### src/rtl/nes_pkt_parser.sv
// nes_pkt_parser: reads a stored Ethernet frame from the RX word store,
// checks the 7-word header (dest MAC, src MAC, EtherType) and forwards the
// payload words, indexed, to the NES-side loader; otherwise the frame is
// drained and dropped.
//
// Ports:
//   clk, rst          clock, synchronous active-high reset
//   frame_ready       pulse: a complete frame is stored upstream
//   axiiv, axiid      upstream word valid / 16-bit word
//   read_request      held high while the stored frame is streamed
//   payload_valid     payload word strobe (payload_data, payload_idx)
//   pkt_done, pkt_len accepted frame finished, payload words forwarded
//   pkt_drop, drop_reason  frame rejected: 1 dest MAC, 2 EtherType, 3 runt/timeout
module nes_pkt_parser #(
  parameter logic [47:0] MY_MAC            = 48'h0000_0000_0000,
  parameter logic        MAC_FILTER_EN     = 1'b1,
  parameter logic [15:0] ETHERTYPE         = 16'h88B5,
  parameter int unsigned MAX_PAYLOAD_WORDS = 128,
  parameter int unsigned TIMEOUT           = 16
) (
  input  logic        clk,
  input  logic        rst,
  input  logic        frame_ready,
  input  logic        axiiv,
  input  logic [15:0] axiid,
  output logic        read_request,
  output logic        payload_valid,
  output logic [15:0] payload_data,
  output logic [7:0]  payload_idx,
  output logic        pkt_done,
  output logic        pkt_drop,
  output logic [1:0]  drop_reason,
  output logic [7:0]  pkt_len
);

  localparam logic [2:0] ST_IDLE = 3'd0;
  localparam logic [2:0] ST_WAIT = 3'd1;
  localparam logic [2:0] ST_HDR  = 3'd2;
  localparam logic [2:0] ST_PAY  = 3'd3;
  localparam logic [2:0] ST_DROP = 3'd4;
  localparam logic [2:0] ST_GAP  = 3'd5;

  localparam logic [7:0] MAX_W   = 8'(MAX_PAYLOAD_WORDS);
  localparam logic [7:0] TO_LAST = 8'(TIMEOUT - 1);

  localparam logic [1:0] RSN_MAC   = 2'd1;
  localparam logic [1:0] RSN_ETYPE = 2'd2;
  localparam logic [1:0] RSN_RUNT  = 2'd3;

  logic [2:0]  state_q, state_d;
  logic [7:0]  timer_q, timer_d;
  logic [2:0]  hc_q, hc_d;
  logic [7:0]  cnt_q, cnt_d;
  logic        gap_q, gap_d;
  logic        mac_mis_q, mac_mis_d;
  logic        bc_mis_q, bc_mis_d;
  logic [1:0]  reason_lat_q, reason_lat_d;
  logic        read_request_q, read_request_d;
  logic        payload_valid_q, payload_valid_d;
  logic [15:0] payload_data_q, payload_data_d;
  logic [7:0]  payload_idx_q, payload_idx_d;
  logic        pkt_done_q, pkt_done_d;
  logic        pkt_drop_q, pkt_drop_d;
  logic [1:0]  drop_reason_q, drop_reason_d;
  logic [7:0]  pkt_len_q, pkt_len_d;

  // Header word position: the first word is taken while still in WAIT.
  logic [2:0]  hdr_idx;
  logic [15:0] my_word;
  logic        mac_mis_w, bc_mis_w, dest_bad;

  always_comb begin
    hdr_idx = (state_q == ST_WAIT) ? 3'd0 : hc_q;
    case (hdr_idx)
      3'd0:    my_word = MY_MAC[47:32];
      3'd1:    my_word = MY_MAC[31:16];
      default: my_word = MY_MAC[15:0];
    endcase
    // Running mismatch flags against our address and against broadcast;
    // they restart with the first dest word of each frame.
    mac_mis_w = ((hdr_idx == 3'd0) ? 1'b0 : mac_mis_q) | (axiid != my_word);
    bc_mis_w  = ((hdr_idx == 3'd0) ? 1'b0 : bc_mis_q)  | (axiid != 16'hFFFF);
    dest_bad  = mac_mis_w & bc_mis_w & MAC_FILTER_EN;
  end

  // Next-state and output logic.
  always_comb begin
    logic hdr_step;
    logic end_runt;

    state_d         = state_q;
    timer_d         = timer_q;
    hc_d            = hc_q;
    cnt_d           = cnt_q;
    gap_d           = 1'b0;
    mac_mis_d       = mac_mis_q;
    bc_mis_d        = bc_mis_q;
    reason_lat_d    = reason_lat_q;
    read_request_d  = read_request_q;
    payload_valid_d = 1'b0;
    payload_data_d  = payload_data_q;
    payload_idx_d   = payload_idx_q;
    pkt_done_d      = 1'b0;
    pkt_drop_d      = 1'b0;
    drop_reason_d   = drop_reason_q;
    pkt_len_d       = pkt_len_q;
    hdr_step        = 1'b0;
    end_runt        = 1'b0;

    case (state_q)
      ST_IDLE: begin
        if (frame_ready) begin
          state_d        = ST_WAIT;
          read_request_d = 1'b1;
          timer_d        = 8'd0;
        end
      end
      ST_WAIT: begin
        if (axiiv) begin
          hdr_step = 1'b1;
        end else if (timer_q == TO_LAST) begin
          end_runt = 1'b1;
        end else begin
          timer_d = timer_q + 8'd1;
        end
      end
      ST_HDR: begin
        if (axiiv) hdr_step = 1'b1;
        else       end_runt = 1'b1;
      end
      ST_PAY: begin
        if (axiiv) begin
          // Words past the limit are consumed but not forwarded.
          if (cnt_q < MAX_W) begin
            payload_valid_d = 1'b1;
            payload_data_d  = axiid;
            payload_idx_d   = cnt_q;
            cnt_d           = cnt_q + 8'd1;
          end
        end else begin
          pkt_done_d     = 1'b1;
          pkt_len_d      = cnt_q;
          read_request_d = 1'b0;
          state_d        = ST_GAP;
        end
      end
      ST_DROP: begin
        if (!axiiv) begin
          pkt_drop_d     = 1'b1;
          drop_reason_d  = reason_lat_q;
          read_request_d = 1'b0;
          state_d        = ST_GAP;
        end
      end
      ST_GAP: begin
        // Two idle cycles with read_request low let upstream rewind.
        if (gap_q) state_d = ST_IDLE;
        else       gap_d   = 1'b1;
      end
      default: begin
        state_d        = ST_IDLE;
        read_request_d = 1'b0;
      end
    endcase

    if (end_runt) begin
      pkt_drop_d     = 1'b1;
      drop_reason_d  = RSN_RUNT;
      read_request_d = 1'b0;
      state_d        = ST_GAP;
    end

    // Consume one header word.
    if (hdr_step) begin
      state_d = ST_HDR;
      hc_d    = hdr_idx + 3'd1;
      if (hdr_idx <= 3'd2) begin
        mac_mis_d = mac_mis_w;
        bc_mis_d  = bc_mis_w;
        if (hdr_idx == 3'd2 && dest_bad) begin
          state_d      = ST_DROP;
          reason_lat_d = RSN_MAC;
        end
      end else if (hdr_idx == 3'd6) begin
        if (axiid != ETHERTYPE) begin
          state_d      = ST_DROP;
          reason_lat_d = RSN_ETYPE;
        end else begin
          state_d = ST_PAY;
          cnt_d   = 8'd0;
        end
      end
    end
  end

  // State and output registers.
  always_ff @(posedge clk) begin
    if (rst) begin
      state_q         <= ST_IDLE;
      timer_q         <= 8'd0;
      hc_q            <= 3'd0;
      cnt_q           <= 8'd0;
      gap_q           <= 1'b0;
      mac_mis_q       <= 1'b0;
      bc_mis_q        <= 1'b0;
      reason_lat_q    <= 2'd0;
      read_request_q  <= 1'b0;
      payload_valid_q <= 1'b0;
      payload_data_q  <= 16'd0;
      payload_idx_q   <= 8'd0;
      pkt_done_q      <= 1'b0;
      pkt_drop_q      <= 1'b0;
      drop_reason_q   <= 2'd0;
      pkt_len_q       <= 8'd0;
    end else begin
      state_q         <= state_d;
      timer_q         <= timer_d;
      hc_q            <= hc_d;
      cnt_q           <= cnt_d;
      gap_q           <= gap_d;
      mac_mis_q       <= mac_mis_d;
      bc_mis_q        <= bc_mis_d;
      reason_lat_q    <= reason_lat_d;
      read_request_q  <= read_request_d;
      payload_valid_q <= payload_valid_d;
      payload_data_q  <= payload_data_d;
      payload_idx_q   <= payload_idx_d;
      pkt_done_q      <= pkt_done_d;
      pkt_drop_q      <= pkt_drop_d;
      drop_reason_q   <= drop_reason_d;
      pkt_len_q       <= pkt_len_d;
    end
  end

  assign read_request  = read_request_q;
  assign payload_valid = payload_valid_q;
  assign payload_data  = payload_data_q;
  assign payload_idx   = payload_idx_q;
  assign pkt_done      = pkt_done_q;
  assign pkt_drop      = pkt_drop_q;
  assign drop_reason   = drop_reason_q;
  assign pkt_len       = pkt_len_q;

endmodule

### config.mk
export PLATFORM = sky130hd
export DESIGN_NAME = nes_pkt_parser
export DESIGN_NICKNAME = d
export VERILOG_FILES = /design/src/rtl/nes_pkt_parser.sv
export SDC_FILE = /design/constraint.sdc
export NUM_CORES = 1
export LEC_CHECK = 0
export BUFFER_PORTS_ARGS = -buffer_cell sky130_fd_sc_hd__buf_2
export CORE_MARGIN = 3
export CORE_UTILIZATION = 51
export CTS_BUF_LIST = sky130_fd_sc_hd__clkbuf_8
export DETAILED_ROUTE_END_ITERATION = 16
export HOLD_SLACK_MARGIN = 0.05
export PLACE_DENSITY = 0.78
export SLEW_MARGIN = 20
export SYNTH_ARGS = -nofsm -noshare
export SYNTH_HDL_FRONTEND = slang
export SYNTH_SLANG_ARGS = --single-unit
export TNS_END_PERCENT = 10
### constraint.sdc
create_clock -name clk -period 2.4 [get_ports clk]
set_clock_uncertainty 0.1 [all_clocks]
set_input_delay 0.12 -clock clk [delete_from_list [all_inputs] [get_ports clk]]
set_output_delay 0.12 -clock clk [all_outputs]
set_load 0.005 [all_outputs]
# Word-level counts from Yosys, hierarchy flattened

Index checks and enable logic that the tools add are counted.

$lt $le $gt $ge: 2
Reductions and logical operators: 23
Bitwise operators: 7
$add $sub $neg: 3
Muxes and demuxes: 44
Equal/unequal tests: 20

Operator list:

| kind                                                   | count |
|---|---|
| 2-to-1 mux 8 bit                                       | 10 |
| inequality test 16 bit (second input constant)         | 2 |
| 2-to-1 mux 3 bit                                       | 10 |
| adder 8 x 1 -> 8 bit (second input constant)           | 2 |
| one-hot mux 8 bit (2 select lines)                     | 1 |
| nonzero test 16 bit                                    | 1 |
| 2-to-1 mux 2 bit                                       | 7 |
| 2-to-1 mux 1 bit                                       | 13 |
| one-hot mux 3 bit (4 select lines)                     | 1 |
| AND reduction 4 bit                                    | 3 |
| OR reduction 2 bit                                     | 5 |
| == test 3 x 2 -> 1 bit (second input constant)         | 3 |
| == test 3 bit (second input constant)                  | 3 |
| == test 8 x 4 -> 1 bit (second input constant)         | 1 |
| less-than comparator 8 bit (second input constant)     | 1 |
| inequality test 2 bit (second input constant)          | 4 |
| inequality test 4 bit (second input constant)          | 2 |
| nonzero test 2 bit                                     | 4 |
| logical NOT 3 bit                                      | 2 |
| AND reduction 2 bit                                    | 3 |
| AND reduction 3 bit                                    | 2 |
| OR reduction 3 bit                                     | 2 |
| inequality test 2 x 1 -> 1 bit (second input constant) | 2 |
| inequality test 4 x 2 -> 1 bit (second input constant) | 1 |
| 10 further kinds                                       | 14 |

Register bits after elaboration: 65
Input port bits: 20
Logic and storage cells: 115

# Longest topological paths before layout

Gate-level depths: netlist (run 1).

Depth after elaboration: 10
Gate-level depth with buffers: 10

# Worst setup path before layout (run 1)

OpenSTA, ideal clock, no wires.

Kind: register to register
Start: register state_q[2]
End: register state_q[1]
Arrival time: 2.275 ns
Library setup time: 0.071 ns
Cell stages (with the launch flop): 11
Setup slack: -0.045 ns
Buffers on the path: 1
Cell sequence: dfxtp_1 -> clkbuf_1 -> or3b_1 -> and2_1 -> inv_1 -> ha_1 -> inv_1 -> a2111oi_4 -> nand2_2 -> a221o_1 -> a21oi_1

Cells in the longest elaborated chain, start to end: 10

Ends and longest elaborated chain:

| element                             | RTL line | text |
|---|---|---|
| start, declared                     | 50       | `logic [2:0] state_q, state_d;` |
| start signal, assigned              | 216      | `state_q <= state_d;` |
| == test 3 x 1 -> 1 bit              | 73, 110  |  |
| 2-to-1 mux 3 bit                    | 73       | `hdr_idx = (state_q == ST_WAIT) ? 3'd0 : hc_q;` |
| logical NOT 3 bit                   | 81, 82   |  |
| 2-to-1 mux 1 bit (on tied branches) | 81, 82   |  |
| bitwise OR 1 bit (on tied branches) | 81, 82   |  |
| bitwise AND 1 bit                   | 83       | `dest_bad = mac_mis_w & bc_mis_w & MAC_FILTER_EN;` |
| logical AND 1 bit                   | 180      | `if (hdr_idx == 3'd2 && dest_bad) begin` |
| 2-to-1 mux 3 bit                    | 180      |  |
| 2-to-1 mux 3 bit                    | 177      | `if (hdr_idx <= 3'd2) begin` |
| 2-to-1 mux 3 bit                    | 174      | `if (hdr_step) begin` |

Parallel ways exist; a longest one is shown, timed or not.
A chain may end at the register's enable or synchronous reset.

# Final worst setup path (run 1)

Start: register state_q[2]
End: register reason_lat_q[1]

Cells in the longest elaborated chain, start to end: 9

Ends and longest elaborated chain:

| element                                  | RTL line | text |
|---|---|---|
| == test 3 x 1 -> 1 bit                   | 73, 110  |  |
| 2-to-1 mux 3 bit                         | 73       |  |
| logical NOT 3 bit                        | 81, 82   |  |
| 2-to-1 mux 1 bit (on tied branches)      | 81, 82   |  |
| bitwise OR 1 bit (on tied branches)      | 81, 82   |  |
| bitwise AND 1 bit                        | 83       |  |
| logical AND 1 bit                        | 180      |  |
| inequality test 2 x 1 -> 1 bit (no line) | -        |  |
| AND reduction 4 bit (no line)            | -        |  |
| end signal, assigned                     | 223      | `reason_lat_q <= reason_lat_d;` |
| end, declared                            | 57       | `logic [1:0] reason_lat_q, reason_lat_d;` |

Parallel ways exist; a longest one is shown, timed or not.

==> flow_results.org, run 1 <==
** Routing
- WL final :: 7745 µm
- Final routed wire length divided by cell count :: 15.04 µm
- Dividing the detail-routed via count by the number of cells gives 5.652.
- Across all layers, the routed design uses 2911 vias.
- For this run, the detailed router's first-pass iteration total came to 4.
- For this run, design rule violations remaining after detail routing come to 0.
- In this run, the number of DRC markers left after iteration 0 of detailed routing was 191.
- The detail route stage leaves a number of antenna-violating nets equal to 0.

** Critical path
- STA puts the critical path data required time at 2.53 ns.
- Register-to-register setup slack :: 0.06 ns
- On the worst path, the slowest cell contributes a delay of 0.40 ns.
- Critical Path Source Type :: flip-flop
- Critical path class :: reg2reg
- Largest driver fanout on the critical path :: 4
- The critical path goes through or3b_4 -> and2_1 -> inv_1 -> ha_1 -> o21ai_0 -> a31oi_2 -> buf_4 -> nand3b_1 -> a32o_1.
- Kind of end point of the critical path :: flip-flop
- At the worst endpoint, the arrival time is 2.48 ns.
- Max stage delay cell, worst path :: sky130_fd_sc_hd__or3b_4

** Final layout
- The library cell used most frequently in the layout, excluding fill and tap cells, is sky130_fd_sc_hd__nand2_1.
- Total number of nets in the final design :: 464
- Utilization after layout :: 67.55%
- Final cell count without fillers :: 515
- Commonest non-fill, non-tap cells in the layout :: sky130_fd_sc_hd__nand2_1 (74), sky130_fd_sc_hd__dfxtp_1 (64), sky130_fd_sc_hd__buf_2 (57)
- Post-route standard cell area excluding fillers :: 3742 µm²
- Antenna diodes :: 0
- Layout cells sized above 1 :: 23.25%
- Synthesis-to-layout area growth :: 26.68%

** Timing
- Final Setup Violations :: 0
- Post-layout minimum cycle time :: 2.343 ns
- Minimum hold slack :: 0.1485 ns
- The worst pin sits at a relative slew slack of 46.19%.
- Setup repair after global routing could not meet its margin everywhere.
- The count of pins over their slew limit came to 0.
- Final-layout setup total negative slack :: 0 ns
- Timing would allow up to 426.9 MHz.
- Post-route setup slack :: 0.05730 ns
- Share of the cycle needed by the critical path after routing :: 97.61%
- Number of hold-slack violations in the final timing report :: 0
- Worst-margin pin slew :: 0.8010 ns

** Floorplan
- Num ports :: 58
- Die Ht :: 82.11 µm
- In this run the standard cell core region covers 5540 µm².
- Row generation in the floorplan step produced 27 rows.
- The floorplan step defined a die boundary enclosing 6741 µm².
- Chip Width :: 82.11 µm
- Initial core utilization :: 53.32%

** Run status
- Result of the run :: complete, no violations

** Placement
- RePlAce Congestion :: 0.8144
- In this run the tool buffered the top-level ports with 57 buffer cells.
- Post-Place Cell Area :: 3318 µm²
- Detailed placement ended at an HPWL of 5038 µm.
- Placed insts :: 480
- Prior to clock tree synthesis, the placed netlist has a worst setup slack of -0.01491 ns.

** Clock tree
- At the later pin of the worst-skew pair, clock insertion delay measures 0.34 ns.
- H-tree depth :: 3
- Clock tree synthesis inserted a total of 9 buffers.
- In this run the deepest clock path goes through 2 buffers.
- The tree is rooted in a sky130_fd_sc_hd__clkbuf_8.
- CTS tree :: yes
- For this design, the sink count on the clock tree is 65.
- Post-CTS clock slew at the launch and capture registers of the worst setup and hold paths :: 0.07 ns

** Synthesis
- Of all cell types, the one taking the most synthesized area is sky130_fd_sc_hd__dfxtp_1.
- After synthesis the netlist holds a flip-flop and latch count of 65.
- Counting flops with a built-in enable in the synthesized netlist gives 0.
- Largest cells by area after synthesis :: sky130_fd_sc_hd__dfxtp_1 (44%), sky130_fd_sc_hd__nand2_1 (9.4%), sky130_fd_sc_hd__a21oi_1 (6.1%)
- The Yosys step of the flow raised 0 warnings.
- Mean post-synth cell area :: 8.160 µm²
- Share of flip-flops with an asynchronous set or reset after synthesis :: 0%
- Top flip-flop cell by instance count after synthesis :: sky130_fd_sc_hd__dfxtp_1
- Yosys mapped the design onto 55 distinct sky130hd cell types.
- Seq/Total Area, Yosys :: 44.05%
- Mapped Area :: 2954 µm²
- Synthesized netlist net count :: 387
- Area share of the largest cell type after synthesis :: 44.05%
- Count of mapped cells out of synthesis :: 362

** Global routing
- Vias in the first global route :: 2786
- Aggregate global routing overflow :: 0
- Global-route wire length before repair :: 12800 µm
- Entering global routing, the biggest net connects 33 pins.
- Global-route usage over all layers :: 24.53%
- Antenna violations before repair :: 0

** Power and ir drop
- Overall power consumption after layout is estimated at 3.022 mW.
- The analysis attributes to cell leakage a power of 1.509 nW.
- Across the VDD grid, the largest voltage drop is 0.4031 mV.
- For this design the ratio of total power to cell area is 807.6 nW/µm².

** Hold path
- Worst hold path class :: in2reg

** Flow run
- The tool flagged a number of max-cap violations equal to 0.
## per-layer routing
layer	part of all wire [%]	GRT usage [%]	wire (µm)	vias to the layer above
met5	0	0	0	-
met4	1.8	9.801	136	0
met3	5.6	6.508	433	14
met2	50	42.25	3890	103
met1	42	28.92	3284	1377
li1	-	-	-	1417
## synthesized netlist by cell type (5+ instances only)
cell / number
sky130_fd_sc_hd__nor2_1: 31
sky130_fd_sc_hd__nand3_1: 6
sky130_fd_sc_hd__xor2_1: 12
sky130_fd_sc_hd__nand4_1: 7
sky130_fd_sc_hd__dfxtp_1: 65
sky130_fd_sc_hd__a21oi_1: 36
sky130_fd_sc_hd__nor2b_1: 5
sky130_fd_sc_hd__clkbuf_1: 13
sky130_fd_sc_hd__nor3_1: 7
sky130_fd_sc_hd__a211oi_1: 5
sky130_fd_sc_hd__ha_1: 5
sky130_fd_sc_hd__buf_2: 5
sky130_fd_sc_hd__o21ai_0: 14
sky130_fd_sc_hd__and3_1: 7
sky130_fd_sc_hd__nand2_1: 74
sky130_fd_sc_hd__inv_1: 9
## flip-flops by register name (all words and copies together) (netlist names), 2 cells and up
| signal | flops |
|---|---|
| payload_data | 16 |
| hc_q | 3 |
| timer_q | 8 |
| payload_idx | 8 |
| cnt_q | 8 |
| state_q | 3 |
| reason_lat_q | 2 |
| pkt_len | 8 |
| drop_reason | 2 |
## kinds of logic (layout without fill, tap and decap cells)
kind of cell	Yosys count	in the layout	share of synthesized area, %
compound gates	86	86	19.36
mux	1	1	0.3389
simple gates	162	162	26.09
buf+inv	29	110	3.897
xor+xnor	14	14	4.151
flops	65	65	44.05
fa+ha+maj	5	5	2.118
## critical path, delay by kind of cell (launching register included)
kind	cells	cell delay, ns
compound gates	3	0.68
simple gates	3	0.67
fa+ha+maj	1	0.23
flops	1	0.31
buf+inv	2	0.25
## final timing paths
check / from / endpoint / cells past startpoint
max: state_q[2] / reason_lat_q[1] / 9
min: axiiv / read_request / 2
max reg2reg: state_q[2] / reason_lat_q[1] / 9
min reg2reg: gap_q / gap_q / 1
## where the power goes
part	total, mW	internal (mW)	switching (mW)
combinational	0.808	0.352	0.456
sequential	1.22	1.16	0.0572
clock	0.998	0.598	0.400
## timing repair
action	in CTS	in global routing
pin swaps	2	3
buffers inserted	2	2
hold endpoints to repair	16	0
setup endpoints to repair	1	7
resized for setup	0	6
hold buffers	16	0
## cell type report
class,count,area (µm²)
Fill cell,453,1798
Multi-Input combinational cell,268,1563
Sequential cell,65,1303
Timing Repair Buffer,86,543.0
Clock buffer,10,137.6
Tap cell,72,90.09
Clock inverter,5,72.57
Inverter,9,33.78
(Power assumes the default switching activity.)
==> inputs of run 2 (changes only) <==
CORE_MARGIN = 5   (was 3)
==> run 2 against run 1 <==
Clock power down 21%. Sequential power about the same. Sequential share of layout area up 0.47 points. Power down 6.9%. Critical path depth unchanged. Fmax down 0.71%.
==> flow_results.org, run 2 (synthesis results as in run 1) <==
** Run status
- The flow ran to the end, and the final reports show no timing, DRC or antenna violations.

** Global routing
- Global-route usage over all layers :: 21.38%
- After global routing the overflow that remains totals 0.
- Entering global routing, the biggest net connects 30 pins.
- The initial antenna violation count is 0.
- The first global-routing pass estimated 12630 µm of wire.
- The number of global-route vias before repair is 2823.

** Final layout
- Storage cell area :: 1304 µm²
- Post-route standard cell area excluding fillers :: 3696 µm²
- Antenna diodes :: 0
- Cells fill 66.31% of the core in the end.
- From synthesis to final layout, the design area changed by 25.12%.
- Final cell count without fillers :: 515
- Leaving out fill and tap cells, the most frequent cell in the layout is sky130_fd_sc_hd__nand2_1.
- In the final design database the tool counted 464 nets.
- Summing all multi-input logic gate instances after layout gives 1560 µm².
- The layout has 461 filler cells.
- Layout cells sized above 1 :: 23.93%
- The library cells used most frequently in the layout, excluding fill and tap cells, are sky130_fd_sc_hd__nand2_1 (74), sky130_fd_sc_hd__dfxtp_1 (63), sky130_fd_sc_hd__buf_2 (57).
- Number of flip-flops under the largest register name :: 16

** Floorplan
- The floorplan step defined a core boundary enclosing 5574 µm².
- 58 I/O pins were placed.
- The initial utilization of the core area, before any placement, comes to 53.00%.
- Cell row count :: 27
- The floorplan step defined a die boundary enclosing 7414 µm².
- Die Ht :: 86.11 µm
- From left edge to right edge, the die measures 86.11 µm.

** Flow run
- The tool flagged a number of max-cap violations equal to 0.

** Power and ir drop
- The internal power of the cells totals 1.900 mW.
- The share of total power dissipated in the clock network is 28.0%.
- Power density cells :: 761.6 nW/µm²
- NetSw :: 915.3 µW
- Combinational Power Share :: 28.7%
- Part of the total power dissipated in sequential elements :: 43.3%
- Switching fraction of total power :: 32.52%
- Worst ir drop on vdd :: 0.4818 mV
- Leakage :: 1.480 nW
- Total power :: 2.815 mW

** Placement
- HPWL after detailed placement :: 5152 µm
- RePlAce Congestion :: 0.8362
- During placement, the flow inserted port buffers numbering 57.
- Placement-stage worst setup slack :: 0.02567 ns
- In this run, placement finished with an instance count of 480.
- Post-Place Cell Area :: 3318 µm²

** Critical path
- The worst register-to-register path has a depth of 9.
- In this run the critical register-to-register path is captured at state_q[1].
- Beginning of the critical path :: state_q[1]
- Endpoint arrival time on the critical path :: 2.53 ns
- Series of cell instances along the critical path :: or3b_4 -> and2_4 -> inv_2 -> ha_2 -> inv_2 -> a2111oi_4 -> nand2_2 -> a221o_1 -> a21oi_1
- Critical path class :: reg2reg
- Among the stages of the critical path, the cell type that occurs most often is sky130_fd_sc_hd__inv_2.
- Among cell families on the critical path, the largest total delay comes from compound AO/OA/AOI/OAI gates.
- The worst register-to-register path begins at state_q[1].
- Of all nets on the critical path, the largest fanout is 6.
- Counting both buffers and inverters, the worst setup path holds a total of 2.
- Number of cells on the critical path :: 9
- Critical Path Source Type :: flip-flop
- The slowest stage of the critical path is the sky130_fd_sc_hd__or3b_4 cell.
- For this run, the slowest stage of the critical path takes 0.41 ns.
- Following the worst setup path forward leads to its endpoint at state_q[1].
- Required time at the worst-slack endpoint :: 2.57 ns
- Register-to-register setup slack :: 0.04 ns
- The worst setup path is captured at a flip-flop.

** Clock tree
- The clock reaches the later pin of the worst-skew pair after 0.34 ns.
- Sink Count :: 65
- The tree is rooted in a sky130_fd_sc_hd__clkbuf_8.
- CTS tree :: yes
- In this run the number of H-tree levels came out at 3.
- Post-CTS clock slew at the launch and capture registers of the worst setup and hold paths :: 0.07 ns
- Clock buffers created by TritonCTS :: 9
- Counting along the longest clock path gives a buffer depth of 2.

** Hold path
- Worst hold path class :: in2reg
- Cell depth of the worst hold path :: 2

** Timing
- The number of hold violations in the final report is 0.
- Share of the cycle needed by the critical path after routing :: 98.31%
- Measured against its own limit, the worst slew margin works out to 50.87%.
- Worst-margin pin slew :: 0.7314 ns
- The count of pins over their slew limit was 0.
- Final-layout setup total negative slack :: 0 ns
- Achievable clock frequency :: 423.8 MHz
- Setup violations remaining at the end of the flow were counted as 0.
- Post-layout minimum cycle time :: 2.359 ns
- Minimum hold slack :: 0.1503 ns
- Across all setup checks in the final design, the least slack found is 0.04056 ns.

** Routing
- Final routed wire length divided by cell count :: 15.14 µm
- After detailed routing, the number of vias per cell comes to 5.612.
- The routed design uses 3847 µm of met2 wire.
- Residual DRC :: 0
- Number of antenna-violating nets in the routed design :: 0
- Summed over all layers, the routed wires come to 7796 µm.
- Highest Signal Layer :: met4
- Total iterations of the first detailed-routing run :: 4
- In this run, the number of DRC markers left after iteration 0 of detailed routing was 161.
- Routed wire length on met3 :: 449 µm
- Across all layers, the routed design uses 2890 vias.
- In the final routing, the length of wire on met1 measures 3282 µm.
-- run 2: changes by cell type in the layout (fill, tap and decap cells not counted), moves of 2 or more --
cell | before | now
sky130_fd_sc_hd__bufinv_16 | 2 | 0
sky130_fd_sc_hd__inv_2 | 0 | 2
sky130_fd_sc_hd__inv_1 | 11 | 9
sky130_fd_sc_hd__and2_4 | 0 | 2
sky130_fd_sc_hd__and2_1 | 3 | 1
-- run 2: cell type report --
type	count	area share [%]
Clock inverter	5	0.6770
Sequential cell	65	35.27
Clock buffer	10	3.724
Multi-Input combinational cell	268	42.21
Timing Repair Buffer	86	14.76
Tap cell	72	2.437
Inverter	9	0.9140
-- run 2: per-layer routing --
| metal | vias up | GRT usage [%] |
|---|---|---|
| li1 | 1412 | - |
| met3 | 22 | 5.860 |
| met1 | 1359 | 25.72 |
| met5 | - | 0 |
| met2 | 97 | 33.92 |
| met4 | 0 | 12.66 |
-- run 2: what timing repair did --
action / 4_1_cts / 5_1_grt
hold endpoints to repair: 22 / 0
hold buffers: 17 / 0
buffers inserted: 0 / 3
endpoints found under the setup margin: 0 / 12
gates resized for setup: 0 / 9
-- run 2: worst min-delay path by stage --
| stage | to | startpoint | slack [ns] |
|---|---|---|---|
| after CTS | read_request | axiiv | 0.13 |
| after detailed placement | payload_data[12] | axiid[12] | 0.29 |
| after floorplan | payload_data[0] | axiid[0] | 0.16 |
| final | read_request | axiiv | 0.15 |
| after global placement | payload_data[12] | axiid[12] | 0.28 |
| after global routing | read_request | axiiv | 0.17 |
-- run 2: power groups by stage --
stage          Clock, mW  Combinational, mW  Sequential (mW)
2_1_floorplan          0              0.524             1.23
3_3_place_gp           0              0.705             1.23
3_5_place_dp           0              0.720             1.23
4_1_cts            0.810              0.746             1.21
5_1_grt            0.853              0.890             1.23
6_report           0.789              0.808             1.22
